File: config.mk
export PLATFORM = sky130hd
export DESIGN_NAME = control_unit
export DESIGN_NICKNAME = d
export VERILOG_FILES = /design/src/rtl/control_unit.sv
export SDC_FILE = /design/constraint.sdc
export NUM_CORES = 1
export LEC_CHECK = 0
export CORE_MARGIN = 2
export CORE_UTILIZATION = 35
export CTS_CLUSTER_DIAMETER = 120
export DETAILED_ROUTE_END_ITERATION = 16
export MAX_ROUTING_LAYER = met4
export PLACE_DENSITY_LB_ADDON = 0.1
export REMOVE_ABC_BUFFERS = 1
export SLEW_MARGIN = 15
export SYNTH_ARGS = -nofsm -noshare
export SYNTH_HDL_FRONTEND = slang
export SYNTH_SLANG_ARGS = --single-unit
export TNS_END_PERCENT = 1
File: constraint.sdc
create_clock -name clock -period 2.7 [get_ports clock]
set_input_delay 0.405 -clock clock [delete_from_list [all_inputs] [get_ports clock]]
set_output_delay 0.405 -clock clock [all_outputs]
set_load 0.02 [all_outputs]
File: src/rtl/control_unit.sv
// control_unit: hardwired Moore sequencer for the Mini-SRC datapath.
// Each instruction is fetched in T0..T2 and executed in T3..T7, with the opcode taken from IR[31:27].
// States that assert Read are held for MEM_WAIT extra cycles so that slow RAM can respond.
// IR is a datapath register loaded only in T2, so the execute-step decode changes only on clock edges.
module control_unit #(
   parameter int unsigned MEM_WAIT = 0
) (
   input  logic        clock,
   input  logic        clear,
   input  logic [31:0] IR,
   input  logic        CON,
   input  logic        stop,
   output logic        Run,
   output logic        PCout,
   output logic        MDRout,
   output logic        Zlowout,
   output logic        Zhighout,
   output logic        HIout,
   output logic        LOout,
   output logic        InPortout,
   output logic        Cout,
   output logic        BAout,
   output logic        PCin,
   output logic        IRin,
   output logic        MARin,
   output logic        MDRin,
   output logic        Yin,
   output logic        Zlowin,
   output logic        Zhighin,
   output logic        HIin,
   output logic        LOin,
   output logic        CONin,
   output logic        OutPortin,
   output logic        IncPC,
   output logic        Read,
   output logic        Write,
   output logic        Gra,
   output logic        Grb,
   output logic        Grc,
   output logic        Rin,
   output logic        Rout
);

   typedef enum logic [3:0] {
      S_RESET, S_T0, S_T1, S_T2, S_T3, S_T4, S_T5, S_T6, S_T7, S_PAUSED, S_HALTED
   } state_t;

   localparam logic [2:0] WAIT_INIT = 3'(MEM_WAIT);

   state_t     state;
   logic [2:0] wait_cnt;
   logic       con_q;

   logic [4:0] op;
   logic is_ld, is_ldi, is_st, is_alu, is_imm, is_muldiv, is_negnot;
   logic is_br, is_jr, is_jal, is_in, is_out, is_mfhi, is_mflo, is_halt;
   logic [2:0] last_step;
   state_t     boundary_next;

   assign op        = IR[31:27];
   assign is_ld     = (op == 5'd0);
   assign is_ldi    = (op == 5'd1);
   assign is_st     = (op == 5'd2);
   assign is_alu    = (op >= 5'd3) && (op <= 5'd14);
   assign is_imm    = (op >= 5'd12) && (op <= 5'd14);
   assign is_muldiv = (op == 5'd15) || (op == 5'd16);
   assign is_negnot = (op == 5'd17) || (op == 5'd18);
   assign is_br     = (op == 5'd19);
   assign is_jr     = (op == 5'd20);
   assign is_jal    = (op == 5'd21);
   assign is_in     = (op == 5'd22);
   assign is_out    = (op == 5'd23);
   assign is_mfhi   = (op == 5'd24);
   assign is_mflo   = (op == 5'd25);
   assign is_halt   = (op == 5'd27);

   // Where stepping stops for the current opcode, and where an instruction boundary leads.
   // NOTE: every signal written in always_comb gets a default first so no latch is inferred.
   always_comb begin
      last_step = 3'd3;
      if (is_ld || is_st)                  last_step = 3'd7;
      else if (is_muldiv || is_br)         last_step = 3'd6;
      else if (is_alu || is_ldi)           last_step = 3'd5;
      else if (is_negnot || is_jal)        last_step = 3'd4;
      boundary_next = stop ? S_PAUSED : S_T0;
   end

   // Sequencer: state, memory-wait counter and the branch condition sampled leaving br T5.
   // NOTE: sequential state uses non-blocking assignments so every register updates from pre-edge values.
   always_ff @(posedge clock or negedge clear) begin
      if (!clear) begin
         state    <= S_RESET;
         wait_cnt <= '0;
         con_q    <= 1'b0;
      end else begin
         case (state)
            S_RESET: state <= S_T0;
            S_T0: begin
               state    <= S_T1;
               wait_cnt <= WAIT_INIT;
            end
            S_T1: begin
               if (wait_cnt != 3'd0) wait_cnt <= wait_cnt - 3'd1;
               else                  state    <= S_T2;
            end
            S_T2: state <= S_T3;
            S_T3: begin
               if (is_halt)                 state <= S_HALTED;
               else if (last_step == 3'd3)  state <= boundary_next;
               else                         state <= S_T4;
            end
            S_T4: state <= (last_step == 3'd4) ? boundary_next : S_T5;
            S_T5: begin
               con_q <= CON;
               if (last_step == 3'd5) state <= boundary_next;
               else begin
                  state    <= S_T6;
                  wait_cnt <= WAIT_INIT;
               end
            end
            S_T6: begin
               if (is_ld && wait_cnt != 3'd0) wait_cnt <= wait_cnt - 3'd1;
               else if (last_step == 3'd6)    state    <= boundary_next;
               else                           state    <= S_T7;
            end
            S_T7:     state <= boundary_next;
            S_PAUSED: if (!stop) state <= S_T0;
            S_HALTED: state <= S_HALTED;
            default:  state <= S_RESET;
         endcase
      end
   end

   // Strobe decode from the registered state (and the IR register for execute steps).
   always_comb begin
      {PCout, MDRout, Zlowout, Zhighout, HIout, LOout, InPortout, Cout, BAout} = '0;
      {PCin, IRin, MARin, MDRin, Yin, Zlowin, Zhighin, HIin, LOin, CONin, OutPortin} = '0;
      {IncPC, Read, Write, Gra, Grb, Grc, Rin, Rout} = '0;
      Run = (state >= S_T0) && (state <= S_T7);
      case (state)
         S_T0: begin PCout = 1'b1; MARin = 1'b1; IncPC = 1'b1; Zlowin = 1'b1; end
         S_T1: begin Zlowout = 1'b1; PCin = 1'b1; Read = 1'b1; MDRin = 1'b1; end
         S_T2: begin MDRout = 1'b1; IRin = 1'b1; end
         S_T3: begin
            if (is_alu)                         begin Grb = 1'b1; Rout = 1'b1; Yin = 1'b1; end
            else if (is_muldiv)                 begin Gra = 1'b1; Rout = 1'b1; Yin = 1'b1; end
            else if (is_negnot)                 begin Grb = 1'b1; Rout = 1'b1; Zlowin = 1'b1; end
            else if (is_ld || is_ldi || is_st)  begin Grb = 1'b1; BAout = 1'b1; Yin = 1'b1; end
            else if (is_br)                     begin Gra = 1'b1; Rout = 1'b1; CONin = 1'b1; end
            else if (is_jr)                     begin Gra = 1'b1; Rout = 1'b1; PCin = 1'b1; end
            else if (is_jal)                    begin PCout = 1'b1; Grb = 1'b1; Rin = 1'b1; end
            else if (is_in)                     begin InPortout = 1'b1; Gra = 1'b1; Rin = 1'b1; end
            else if (is_out)                    begin Gra = 1'b1; Rout = 1'b1; OutPortin = 1'b1; end
            else if (is_mfhi)                   begin HIout = 1'b1; Gra = 1'b1; Rin = 1'b1; end
            else if (is_mflo)                   begin LOout = 1'b1; Gra = 1'b1; Rin = 1'b1; end
         end
         S_T4: begin
            if (is_alu && is_imm)               begin Cout = 1'b1; Zlowin = 1'b1; end
            else if (is_alu)                    begin Grc = 1'b1; Rout = 1'b1; Zlowin = 1'b1; end
            else if (is_muldiv)                 begin Grb = 1'b1; Rout = 1'b1; Zlowin = 1'b1; Zhighin = 1'b1; end
            else if (is_negnot)                 begin Zlowout = 1'b1; Gra = 1'b1; Rin = 1'b1; end
            else if (is_ld || is_ldi || is_st)  begin Cout = 1'b1; Zlowin = 1'b1; end
            else if (is_br)                     begin PCout = 1'b1; Yin = 1'b1; end
            else if (is_jal)                    begin Gra = 1'b1; Rout = 1'b1; PCin = 1'b1; end
         end
         S_T5: begin
            if (is_alu || is_ldi)               begin Zlowout = 1'b1; Gra = 1'b1; Rin = 1'b1; end
            else if (is_muldiv)                 begin Zlowout = 1'b1; LOin = 1'b1; end
            else if (is_ld || is_st)            begin Zlowout = 1'b1; MARin = 1'b1; end
            else if (is_br)                     begin Cout = 1'b1; Zlowin = 1'b1; end
         end
         S_T6: begin
            if (is_muldiv)                      begin Zhighout = 1'b1; HIin = 1'b1; end
            else if (is_ld)                     begin Read = 1'b1; MDRin = 1'b1; end
            else if (is_st)                     begin Gra = 1'b1; Rout = 1'b1; MDRin = 1'b1; end
            else if (is_br && con_q)            begin Zlowout = 1'b1; PCin = 1'b1; end
         end
         S_T7: begin
            if (is_ld)                          begin MDRout = 1'b1; Gra = 1'b1; Rin = 1'b1; end
            else if (is_st)                     Write = 1'b1;
         end
         default: ;
      endcase
   end

endmodule

==> impl_metrics.toml <==
[global_route]
first_global_vias = 1773
grt_usage_pct = 25.7
gr-total-overflow = 0
grt_max_degree = 18
grt_pass1_wl_mm = 8.64
antenna_found_initial = 0

[drt]
drt-total-wl_mm = 5.31
first_pass_iters = 7
drc = 0
vias = 1957
antenna_left = 0
wl_per_cell_um = 15.9
drtIter0Drc = 137
vias_per_cell = 5.86

[clock_tree]
cts_htree_levels = 1
clkTransAtPathRegs_ps = 40
cts_hold_buffers = 0
cts_tree = "done"
clockBufferDepth = 2
clk-insertion-delay-late_ps = 220
root_buffer = "clkbuf_8"
cts.sink_count = 8
cts_made_buffers = 3

[worst_hold_path]
hp-class = "in -> async"

[setup_path]
endpoint_kind = "output pin"
crit_buf_inv = 2
required_ps = 2300
crit_arrival_ps = 2190
critPathMaxFanout = 7
crit_slowest_cell = "clkdlybuf4s50_1"
crit_family = "buffers and inverters"
criticalPathCategory = "reg -> out"
crit_path_start_kind = "flop"
path_cells = "nor4b_2 -> nand2_1 -> buf_4 -> nor3_1 -> clkdlybuf4s50_1"
critical_path.max_stage_delay_ps = 630

[final_layout]
drive_gt1_share_pct = 29.4
area.growth.synth_to_final_pct = 61.3
utilization_pct = 59.9
insertedDiodeCount = 0
fin_nets = 326

[timing]
fin_ws_ps = 106
layout_min_cycle_time_ps = 2590
rsz0062_at_grt = "no"
slew_violations = 0
relSlewSlack_pct = 61.5
setup_viol = 0
finalHoldViolCount = 0
fmax_mhz = 385
finalSetupTns_ps = 0
fin_crit_sh_pct = 96.1
finalClockSkew_ps = 0.282
worst_pin_slew_ps = 577

[synthesis]
syn_inst = 207
ys_seq_area_share_pct = 14.5
yosysUniqueCellTypes = 56
syn_area_um2 = 1380
async_flop_share_pct = 100
synth_ff_type = "dfrtp_1"
syn_avg_cell_area_um2 = 6.67
synth-edff-count = 0
ys_ff_latch = 8
yosysWarnings = 0

[job]
drv_cap = 0

[pwr]
power_leakage_nw = 1.08
power_density_nw_per_um2 = 778
p_clk_share_pct = 8.0
combPwrFrac_pct = 78.3
intPower_w = 0.000831
netSwitchingFraction_pct = 52.1
vdd_drop_max_uv = 443
seqPwrFrac_pct = 13.7
switching_power_w = 0.000902

[placed_design]
dp_slack_ps = -450
gp_congestion = 0.982
port-buffer-count = 37
hpwlAfterDp_mm = 4.26

[floorplanning]
pin_count = 65
die_x_um = 66.8
die_y_um = 66.8
core_um2 = 3720
dieArea_um2 = 4460
rows = 22
start_util_pct = 37.1

[run_status]
status = "finished clean"
worst register-to-register path, cell delays in order (launching register included):
cell and delay (ps):
dfrtp_1 370, inv_1 70, ha_1 140, ha_1 260
a21oi_1 110, o221ai_1 480, nor2_1 150, a2111o_1 420
flip-flops by register name, indices dropped and copies added (netlist names):
| register | cells |
|---|---|
| state | 4 |
| wait_cnt | 3 |
| con_q | 1 |
cells in the mapped netlist (3+ instances only):
cell type / number / area [um2]
nor3_1: 5 / 25.0
a31oi_1: 3 / 18.8
nor2_1: 31 / 116
o31ai_1: 3 / 22.5
nor2b_1: 8 / 50.1
nor4_1: 4 / 25.0
nand2b_1: 7 / 43.8
nand2_1: 20 / 75.1
or3_1: 3 / 18.8
nand3_1: 8 / 40.0
and3_1: 3 / 18.8
o22ai_1: 3 / 18.8
buf_2: 3 / 15.0
inv_1: 6 / 22.5
o41ai_1: 4 / 35.0
dfrtp_1: 8 / 200
o211ai_1: 4 / 30.0
o32ai_1: 3 / 26.3
clkbuf_1: 12 / 45.0
o221ai_1: 3 / 26.3
a21oi_1: 13 / 65.1
o21ai_0: 13 / 65.1
layout make-up:
cell class              instances  area [um2]
fillers                       355        1490
multi-input cells             174        1120
repair buffers                 94         779
flip-flops and latches          8         200
well taps                      48        60.1
clock buffers                   3        41.3
inverters                       7        26.3
metal layers:
layer / GRT usage, % / wire length [um] / share of wire (%)
met2: 40.0 / 2470 / 46
met3: 3.89 / 389 / 7.3
met1: 36.7 / 2430 / 46
met4: 2.04 / 23 / 0.43
met5: - / 0 / 0
what timing repair did:
action | CTS | global route
resized for setup | 39 | 21
cloned | 0 | 0
setup endpoints to repair | 23 | 20
buffers inserted | 0 | 0
cells in the final DEF (no fill, tap or decap), types with 4 or more instances in the layout:
| cell | n |
|---|---|
| nor2b_1 | 7 |
| nand2_1 | 20 |
| o21ai_0 | 12 |
| a21oi_1 | 13 |
| clkdlybuf4s50_1 | 10 |
| nor2_2 | 4 |
| dlymetal6s2s_1 | 5 |
| buf_4 | 54 |
| o211ai_1 | 4 |
| o41ai_1 | 4 |
| nor2_1 | 27 |
| nand3_1 | 8 |
| nand2b_1 | 6 |
| inv_1 | 6 |
| nor3_1 | 5 |
| dlygate4sd2_1 | 14 |
| dfrtp_1 | 8 |
| nor4_1 | 4 |
worst paths after layout:
kind / startpoint / endpoint / slack (ps) / depth (start not counted)
worst max-delay path: state[1] / LOout / 110 / 5
worst min-delay path: clear / state[3] / 460 / 1
worst max register to register: wait_cnt[0] / state[2] / 580 / 7
worst min register to register: con_q / con_q / 500 / 1
max in group asynchronous: clear / con_q / 1990 / 1
min in group clock: con_q / con_q / 500 / 1
cells by family (layout without fill, tap and decap cells):
group | Yosys count | in the layout | share of synthesized area (%)
AND/OR/NAND/NOR | 104 | 104 | 39.8
AO/OA/AOI/OAI | 65 | 65 | 33.8
buffers and inverters | 25 | 104 | 7.89
flip-flops | 8 | 8 | 14.5
adder cells (fa/ha/maj) | 2 | 2 | 1.81
multiplexers | 2 | 2 | 1.54
XOR/XNOR | 1 | 1 | 0.635
power groups by stage:
stage / registers, W / clock network [W] / logic, W
5_1_grt: 0.000244 / 0.000152 / 0.00148
3_3_place_gp: 0.000234 / 0 / 0.00136
2_1_floorplan: 0.000280 / 0 / 0.000745
4_1_cts: 0.000236 / 0.000143 / 0.00136
3_5_place_dp: 0.000239 / 0 / 0.00139
6_report: 0.000238 / 0.000138 / 0.00136
per-stage QoR:
stage	power, W	area, um2	hold slack [ps]	cells
detailed placement	0.00163	2160	498	331
floorplan	0.00103	1300	109	189
global placement	0.00160	2160	491	331
finish	0.00173	2230	457	334
global route	0.00187	2230	484	334
CTS	0.00174	2210	464	334
(Power assumes the default switching activity.)
